**config.mk**
```make
export PLATFORM = sky130hd
export DESIGN_NAME = counter_ud_ctrl_flat
export DESIGN_NICKNAME = d
export VERILOG_FILES = /design/src/rtl/counter_ud_pkg.sv /design/src/rtl/counter_ud_ctrl_if.sv /design/src/rtl/counter_ud_ctrl.sv /design/src/flat_wrapper.sv
export SDC_FILE = /design/constraint.sdc
export NUM_CORES = 1
export LEC_CHECK = 0
export ABC_AREA = 1
export CAP_MARGIN = 20
export CORE_ASPECT_RATIO = 1.1
export CORE_UTILIZATION = 52
export DETAILED_ROUTE_END_ITERATION = 10
export PLACE_DENSITY = 0.79
export SKIP_LAST_GASP = 1
export SLEW_MARGIN = 20
export SYNTH_ARGS = -nofsm -noshare
export SYNTH_HDL_FRONTEND = slang
export SYNTH_SLANG_ARGS = --single-unit
```
**constraint.sdc**
```tcl
create_clock -name clk -period 1.96 [get_ports clk]
set_input_delay 0.392 -clock clk [delete_from_list [all_inputs] [get_ports clk]]
set_output_delay 0.392 -clock clk [all_outputs]
set_load 0.05 [all_outputs]
```
**src/rtl/counter_ud_pkg.sv**
```systemverilog
// Shared types and default sizes for the counter_ud controller.
package counter_ud_pkg;

  localparam int WIDTH_DEF  = 4;
  localparam int STEP_W_DEF = 8;

  typedef enum logic [1:0] {
    OP_LOAD = 2'd0,
    OP_UP   = 2'd1,
    OP_DOWN = 2'd2,
    OP_RSVD = 2'd3
  } op_e;

  typedef enum logic [1:0] {
    S_IDLE = 2'd0,
    S_LOAD = 2'd1,
    S_RUN  = 2'd2
  } state_e;

endpackage

```
**src/rtl/counter_ud_ctrl_if.sv**
```systemverilog
// Command handshake and status bus of the counter_ud controller.
interface counter_ud_ctrl_if #(
  parameter int WIDTH  = 4,
  parameter int STEP_W = 8
);
  logic              cmd_valid;
  logic              cmd_ready;
  logic [1:0]        cmd_op;
  logic [WIDTH-1:0]  cmd_val;
  logic [STEP_W-1:0] cmd_steps;
  logic              done;
  logic [STEP_W-1:0] wrap_cnt;
  logic              err;

  modport master (
    output cmd_valid, cmd_op, cmd_val, cmd_steps,
    input  cmd_ready, done, wrap_cnt, err
  );

  modport slave (
    input  cmd_valid, cmd_op, cmd_val, cmd_steps,
    output cmd_ready, done, wrap_cnt, err
  );
endinterface

```
**src/rtl/counter_ud_ctrl.sv**
```systemverilog
// Command-driven controller for counter_ud: keeps a shadow of the expected
// count, holds the counter by reloading it between commands, counts wraps
// and flags any disagreement between the counter and the shadow.
module counter_ud_ctrl
  import counter_ud_pkg::*;
#(
  parameter int WIDTH  = WIDTH_DEF,
  parameter int STEP_W = STEP_W_DEF
) (
  input  logic              clk,
  input  logic              rst,
  counter_ud_ctrl_if.slave  bus,
  output logic [WIDTH-1:0]  ctr_load,
  output logic              ctr_load_en,
  output logic              ctr_down,
  input  logic [WIDTH-1:0]  ctr_count,
  input  logic              ctr_rollover
);

  state_e            state, state_nxt;
  logic [WIDTH-1:0]  shadow, shadow_nxt;
  logic [WIDTH-1:0]  load_q, load_nxt;
  logic              load_en_q, load_en_nxt;
  logic              down_q, down_nxt;
  logic              ready_q, ready_nxt;
  logic              done_q, done_nxt;
  logic [STEP_W-1:0] remain, remain_nxt;
  logic [STEP_W-1:0] wrap_q, wrap_nxt;
  logic              err_q;

  op_e               op;
  logic              accept;
  logic              has_steps;
  logic              last_step;
  logic [WIDTH-1:0]  stepped;
  logic              wraps;
  logic [STEP_W-1:0] wrap_inc;

  assign op        = op_e'(bus.cmd_op);
  assign accept    = bus.cmd_valid && ready_q;   // ready_q is only high in IDLE
  assign has_steps = (op == OP_UP || op == OP_DOWN) && (bus.cmd_steps != '0);
  assign last_step = (remain == STEP_W'(1));
  // The shadow moves the same way the counter does on this edge.
  assign stepped   = down_q ? shadow - WIDTH'(1) : shadow + WIDTH'(1);
  assign wraps     = down_q ? (shadow == '0) : (&shadow);
  assign wrap_inc  = (&wrap_q) ? wrap_q : wrap_q + STEP_W'(1);

  // State and all registered outputs.
  always_ff @(posedge clk) begin
    if (rst) begin
      state     <= S_IDLE;
      shadow    <= '0;
      load_q    <= '0;
      load_en_q <= 1'b1;
      down_q    <= 1'b0;
      ready_q   <= 1'b1;
      done_q    <= 1'b0;
      remain    <= '0;
      wrap_q    <= '0;
    end else begin
      state     <= state_nxt;
      shadow    <= shadow_nxt;
      load_q    <= load_nxt;
      load_en_q <= load_en_nxt;
      down_q    <= down_nxt;
      ready_q   <= ready_nxt;
      done_q    <= done_nxt;
      remain    <= remain_nxt;
      wrap_q    <= wrap_nxt;
    end
  end

  // Next state.
  always_comb begin
    state_nxt = state;
    case (state)
      S_IDLE: begin
        if (accept) begin
          if (op == OP_LOAD) state_nxt = S_LOAD;
          else if (has_steps) state_nxt = S_RUN;
        end
      end
      S_LOAD:  state_nxt = S_IDLE;
      S_RUN:   if (last_step) state_nxt = S_IDLE;
      default: state_nxt = S_IDLE;
    endcase
  end

  // Next values of the registered outputs and datapath.
  always_comb begin
    shadow_nxt  = shadow;
    load_nxt    = load_q;
    load_en_nxt = load_en_q;
    down_nxt    = down_q;
    ready_nxt   = ready_q;
    done_nxt    = 1'b0;
    remain_nxt  = remain;
    wrap_nxt    = wrap_q;
    case (state)
      S_IDLE: begin
        if (accept) begin
          wrap_nxt = '0;
          if (op == OP_LOAD) begin
            load_nxt    = bus.cmd_val;
            load_en_nxt = 1'b1;
            ready_nxt   = 1'b0;
          end else if (has_steps) begin
            load_en_nxt = 1'b0;
            down_nxt    = (op == OP_DOWN);
            remain_nxt  = bus.cmd_steps;
            ready_nxt   = 1'b0;
          end else begin
            // Zero steps or reserved op: complete at once, counter keeps holding.
            done_nxt = 1'b1;
          end
        end
      end
      S_LOAD: begin
        shadow_nxt = load_q;
        done_nxt   = 1'b1;
        ready_nxt  = 1'b1;
      end
      S_RUN: begin
        shadow_nxt = stepped;
        remain_nxt = remain - STEP_W'(1);
        if (wraps) wrap_nxt = wrap_inc;
        if (last_step) begin
          // Return to hold mode, reloading the count just reached.
          load_en_nxt = 1'b1;
          load_nxt    = stepped;
          down_nxt    = 1'b0;
          done_nxt    = 1'b1;
          ready_nxt   = 1'b1;
        end
      end
      default: ;
    endcase
  end

  // Sticky consistency check of the counter against the shadow.
  always_ff @(posedge clk) begin
    if (rst) err_q <= 1'b0;
    else if ((ctr_count != shadow) || (ctr_rollover != (&shadow))) err_q <= 1'b1;
  end

  assign ctr_load     = load_q;
  assign ctr_load_en  = load_en_q;
  assign ctr_down     = down_q;
  assign bus.cmd_ready = ready_q;
  assign bus.done      = done_q;
  assign bus.wrap_cnt  = wrap_q;
  assign bus.err       = err_q;

endmodule

```
**src/flat_wrapper.sv**
```systemverilog
// flat-port wrapper written by rule: the top's interface ports become plain ports
module counter_ud_ctrl_flat import counter_ud_pkg::*;
#(
  parameter int WIDTH  = WIDTH_DEF,
  parameter int STEP_W = STEP_W_DEF
)
  (clk, rst, ctr_load, ctr_load_en, ctr_down, ctr_count, ctr_rollover, bus_cmd_valid, bus_cmd_op, bus_cmd_val, bus_cmd_steps, bus_cmd_ready, bus_done, bus_wrap_cnt, bus_err);
  counter_ud_ctrl_if #(.WIDTH(WIDTH), .STEP_W(STEP_W)) bus_i ();
  input  logic clk;
  input  logic rst;
  output logic [WIDTH-1:0] ctr_load;
  output logic ctr_load_en;
  output logic ctr_down;
  input  logic [WIDTH-1:0] ctr_count;
  input  logic ctr_rollover;
  input wire logic [$bits(bus_i.cmd_valid)-1:0] bus_cmd_valid;
  input wire logic [$bits(bus_i.cmd_op)-1:0] bus_cmd_op;
  input wire logic [$bits(bus_i.cmd_val)-1:0] bus_cmd_val;
  input wire logic [$bits(bus_i.cmd_steps)-1:0] bus_cmd_steps;
  output wire logic [$bits(bus_i.cmd_ready)-1:0] bus_cmd_ready;
  output wire logic [$bits(bus_i.done)-1:0] bus_done;
  output wire logic [$bits(bus_i.wrap_cnt)-1:0] bus_wrap_cnt;
  output wire logic [$bits(bus_i.err)-1:0] bus_err;
  assign bus_i.cmd_valid = bus_cmd_valid;
  assign bus_i.cmd_op = bus_cmd_op;
  assign bus_i.cmd_val = bus_cmd_val;
  assign bus_i.cmd_steps = bus_cmd_steps;
  assign bus_cmd_ready = bus_i.cmd_ready;
  assign bus_done = bus_i.done;
  assign bus_wrap_cnt = bus_i.wrap_cnt;
  assign bus_err = bus_i.err;
  counter_ud_ctrl #(.WIDTH(WIDTH), .STEP_W(STEP_W)) u_core (.clk(clk), .rst(rst), .bus(bus_i), .ctr_load(ctr_load), .ctr_load_en(ctr_load_en), .ctr_down(ctr_down), .ctr_count(ctr_count), .ctr_rollover(ctr_rollover));
endmodule
```
==> results.json <==
{
  "pin_count_of_the_biggest_net_entering_global_routing": 21,
  "netlist-cell-type-count": 33,
  "crit_slowest_cell": "clkdlybuf4s50_1",
  "floorplan.io_pins": 39,
  "setup_ws_ns": 0.0560,
  "worst-r2r-setup-slack_ns": 0.28,
  "tritoncts_clock_tree": "done",
  "setup_viol_count_final": 0,
  "grt_pass1_wl_um": 8210,
  "drv_cap": 0,
  "die_w_um": 62.8,
  "busiest_layer": "met2",
  "h-tree-depth": 2,
  "post-synth-top-count-cell": "nand2_1",
  "cp.depth": 1,
  "vias_in_the_first_global_route": 1875,
  "ys_top_cells_by_count": "nand2_1 (81), inv_1 (46), nor2_1 (34)",
  "detail_route.first_pass.iterations": 4,
  "critical-path-top-delay-family": "buffers and inverters",
  "floorplan.die.height_um": 68.8,
  "routabilityCongestion": 0.883,
  "hold_path_depth": 2,
  "cpPeakStageDelay_ns": 0.83,
  "antenna_found_initial": 0,
  "worst_pin_slew_ns": 0.498,
  "detailedPlacementHpwl_um": 3610,
  "leakagePower_uw": 0.00116,
  "r2r.worst_path.cells": 9,
  "drc_errors": 0,
  "worst_path_fanout_max": 4,
  "clock_sink_count": 31,
  "synthesis.yosys.warnings": 0,
  "cts_made_buffers": 5,
  "finClkSkew_ns": 0.00485,
  "groute.usage.overall_pct": 24.2,
  "end_kind": "output port",
  "synth_largest_area_cell": "dfxtp_1",
  "post-route-period-util_pct": 97.1,
  "route.detailed.wl_per_inst_um": 11.4,
  "synth_area_um2": 2110,
  "critical_path.startpoint_type": "flop",
  "period_needed_ns": 1.90,
  "syn2layout_area_growth_pct": 25.6,
  "max_slew_headroom_pct": 66.7,
  "detail_route.iter0.violations": 138,
  "fmax_ghz": 0.525,
  "final_layout_size_suffix_gt1_share_pct": 10.5,
  "min-delay-path-class": "flop to flop",
  "worst-path-buf-inv": 1,
  "syn_area_per_cell_um2": 6.48,
  "power_density_relative_to_cell_area_nw_per_um2": 1580,
  "post-cts-setup-buffer-count": 0,
  "grtUsageMet2_pct": 41.4,
  "design.die.area_um2": 4320,
  "synth.ff_latch_count": 31,
  "timing.critical_path.cells": "clkdlybuf4s50_1",
  "post_cts_hold_buffer_count": 0,
  "synth_cells": 326,
  "worst-endpoint-required_ns": 1.57,
  "yosysTopAreaCellShare_pct": 29.4,
  "preCtsSetupSlack_ns": -0.0237,
  "rows": 23,
  "num-nets-final": 406,
  "seq_area_frac_synth_pct": 29.4,
  "postRouteAntennaNets": 0,
  "max-vdd-ir-drop_uv": 1080,
  "rsz_0062_raised_after_global_routing": "no",
  "grt_util_met3_pct": 4.28,
  "global_route_met1_usage_pct": 30.6,
  "antenna_cells": 0,
  "async_reset_ff_share_pct": 0,
  "post-route-cell-area_um2": 2650,
  "synth-main-ff-cell": "dfxtp_1",
  "finish.utilization_pct": 70.4,
  "coreArea_um2": 3770,
  "kind_of_critical_path": "flop to output port",
  "fin_total_pwr_uw": 4190,
  "synth.area.top_cells": "dfxtp_1 (29%), nand2_1 (14%), inv_1 (8.2%)",
  "drt_wl_total_um": 4840,
  "via_count": 2171,
  "run_status": "finished clean",
  "post_syn_nets": 360,
  "timing.final.max_slew_violations": 0,
  "timing_hold_violations_final": 0,
  "buffer_ports.inserted": 38,
  "initial_core_util_pct": 56.0,
  "cts_resized": 0,
  "worst_ep_arrival_time_ns": 1.51,
  "clk-insertion-delay-late_ns": 0.29,
  "synth-edff-count": 0,
  "clock_tree.root_cell": "clkbuf_8",
  "clk_pin_slew_ns": 0.07,
  "hold_ws_ns": 0.468,
  "globalRoute.totalOverflow": 0,
  "post_drt_via_cell_ratio": 5.13,
  "post_dp_cell_area_um2": 2570,
  "max-clock-path-buffers": 2
}
## worst paths after layout
check | startpoint | to
setup / recovery | u_core.bus.wrap_cnt[0] | bus_wrap_cnt[0]
hold / removal | u_core.ctr_load[0] | u_core.ctr_load[0]
setup reg to reg | u_core.state[0] | u_core.bus.wrap_cnt[7]
hold reg to reg | u_core.ctr_load[0] | u_core.ctr_load[0]
## sequential cells by signal (all words and copies together) (netlist names)
register	flops
u_core.bus.done	1
u_core.remain	8
u_core.ctr_load_en	1
u_core.bus.cmd_ready	1
u_core.state	2
u_core.ctr_down	1
u_core.ctr_load	4
u_core.shadow	4
u_core.bus.err	1
u_core.bus.wrap_cnt	8
## routing by layer
| layer | vias up | share of wire, % | wire length (um) |
|---|---|---|---|
| met5 | - | 0 | 0 |
| met1 | 950 | 48 | 2340 |
| met2 | 64 | 45 | 2180 |
| met3 | 6 | 5.0 | 242 |
| met4 | 0 | 1.5 | 73 |
| li1 | 1151 | - | - |
## report_power, final
| group | leakage [uW] | internal (uW) | switching [uW] |
|---|---|---|---|
| Combinational | 0.000866 | 969 | 1720 |
| Clock | 0.0000422 | 249 | 239 |
| Sequential | 0.000254 | 839 | 169 |
| Total | 0.00116 | 2060 | 2130 |
## metrics by stage
| step | instances | TNS [ns] |
|---|---|---|
| 6_report | 423 | 0 |
| 4_1_cts | 423 | 0 |
| 5_1_grt | 423 | 0 |
| 3_3_place_gp | 415 | 0 |
| 2_1_floorplan | 326 | 0 |
| 3_5_place_dp | 415 | -0.0252 |
## cell families (layout without fill, tap and decap cells)
logic type	Yosys count	after routing	synth area share, %
fa+ha+maj	12	12	7.46
buf+inv	61	108	11.4
xor+xnor	3	3	1.24
simple gates	158	158	34.5
flops	31	31	29.4
compound gates	61	61	16.0
## layout by cell type (no fill, tap or decap), drive strengths merged, types with 2 or more instances in the layout
cell type | netlist | routed
a21oi | 29 | 29
buf | 5 | 13
clkbuf | 3 | 7
clkdlybuf4s50 | 0 | 34
dfxtp | 31 | 31
ha | 11 | 11
inv | 53 | 53
nand2 | 81 | 81
nand3 | 18 | 18
nand4 | 13 | 13
nor2 | 38 | 38
nor3 | 6 | 6
o21ai | 25 | 25
xnor2 | 2 | 2
## final cells by class
class,instances,area [um^2]
Clock buffer,7,76.3
Timing Repair Buffer,47,438
Multi-Input combinational cell,234,1250
Clock inverter,1,5.00
Sequential cell,31,621
Inverter,53,199
Fill cell,338,1120
Tap cell,50,62.6
No activity file was read; power rests on OpenSTA's default activity.
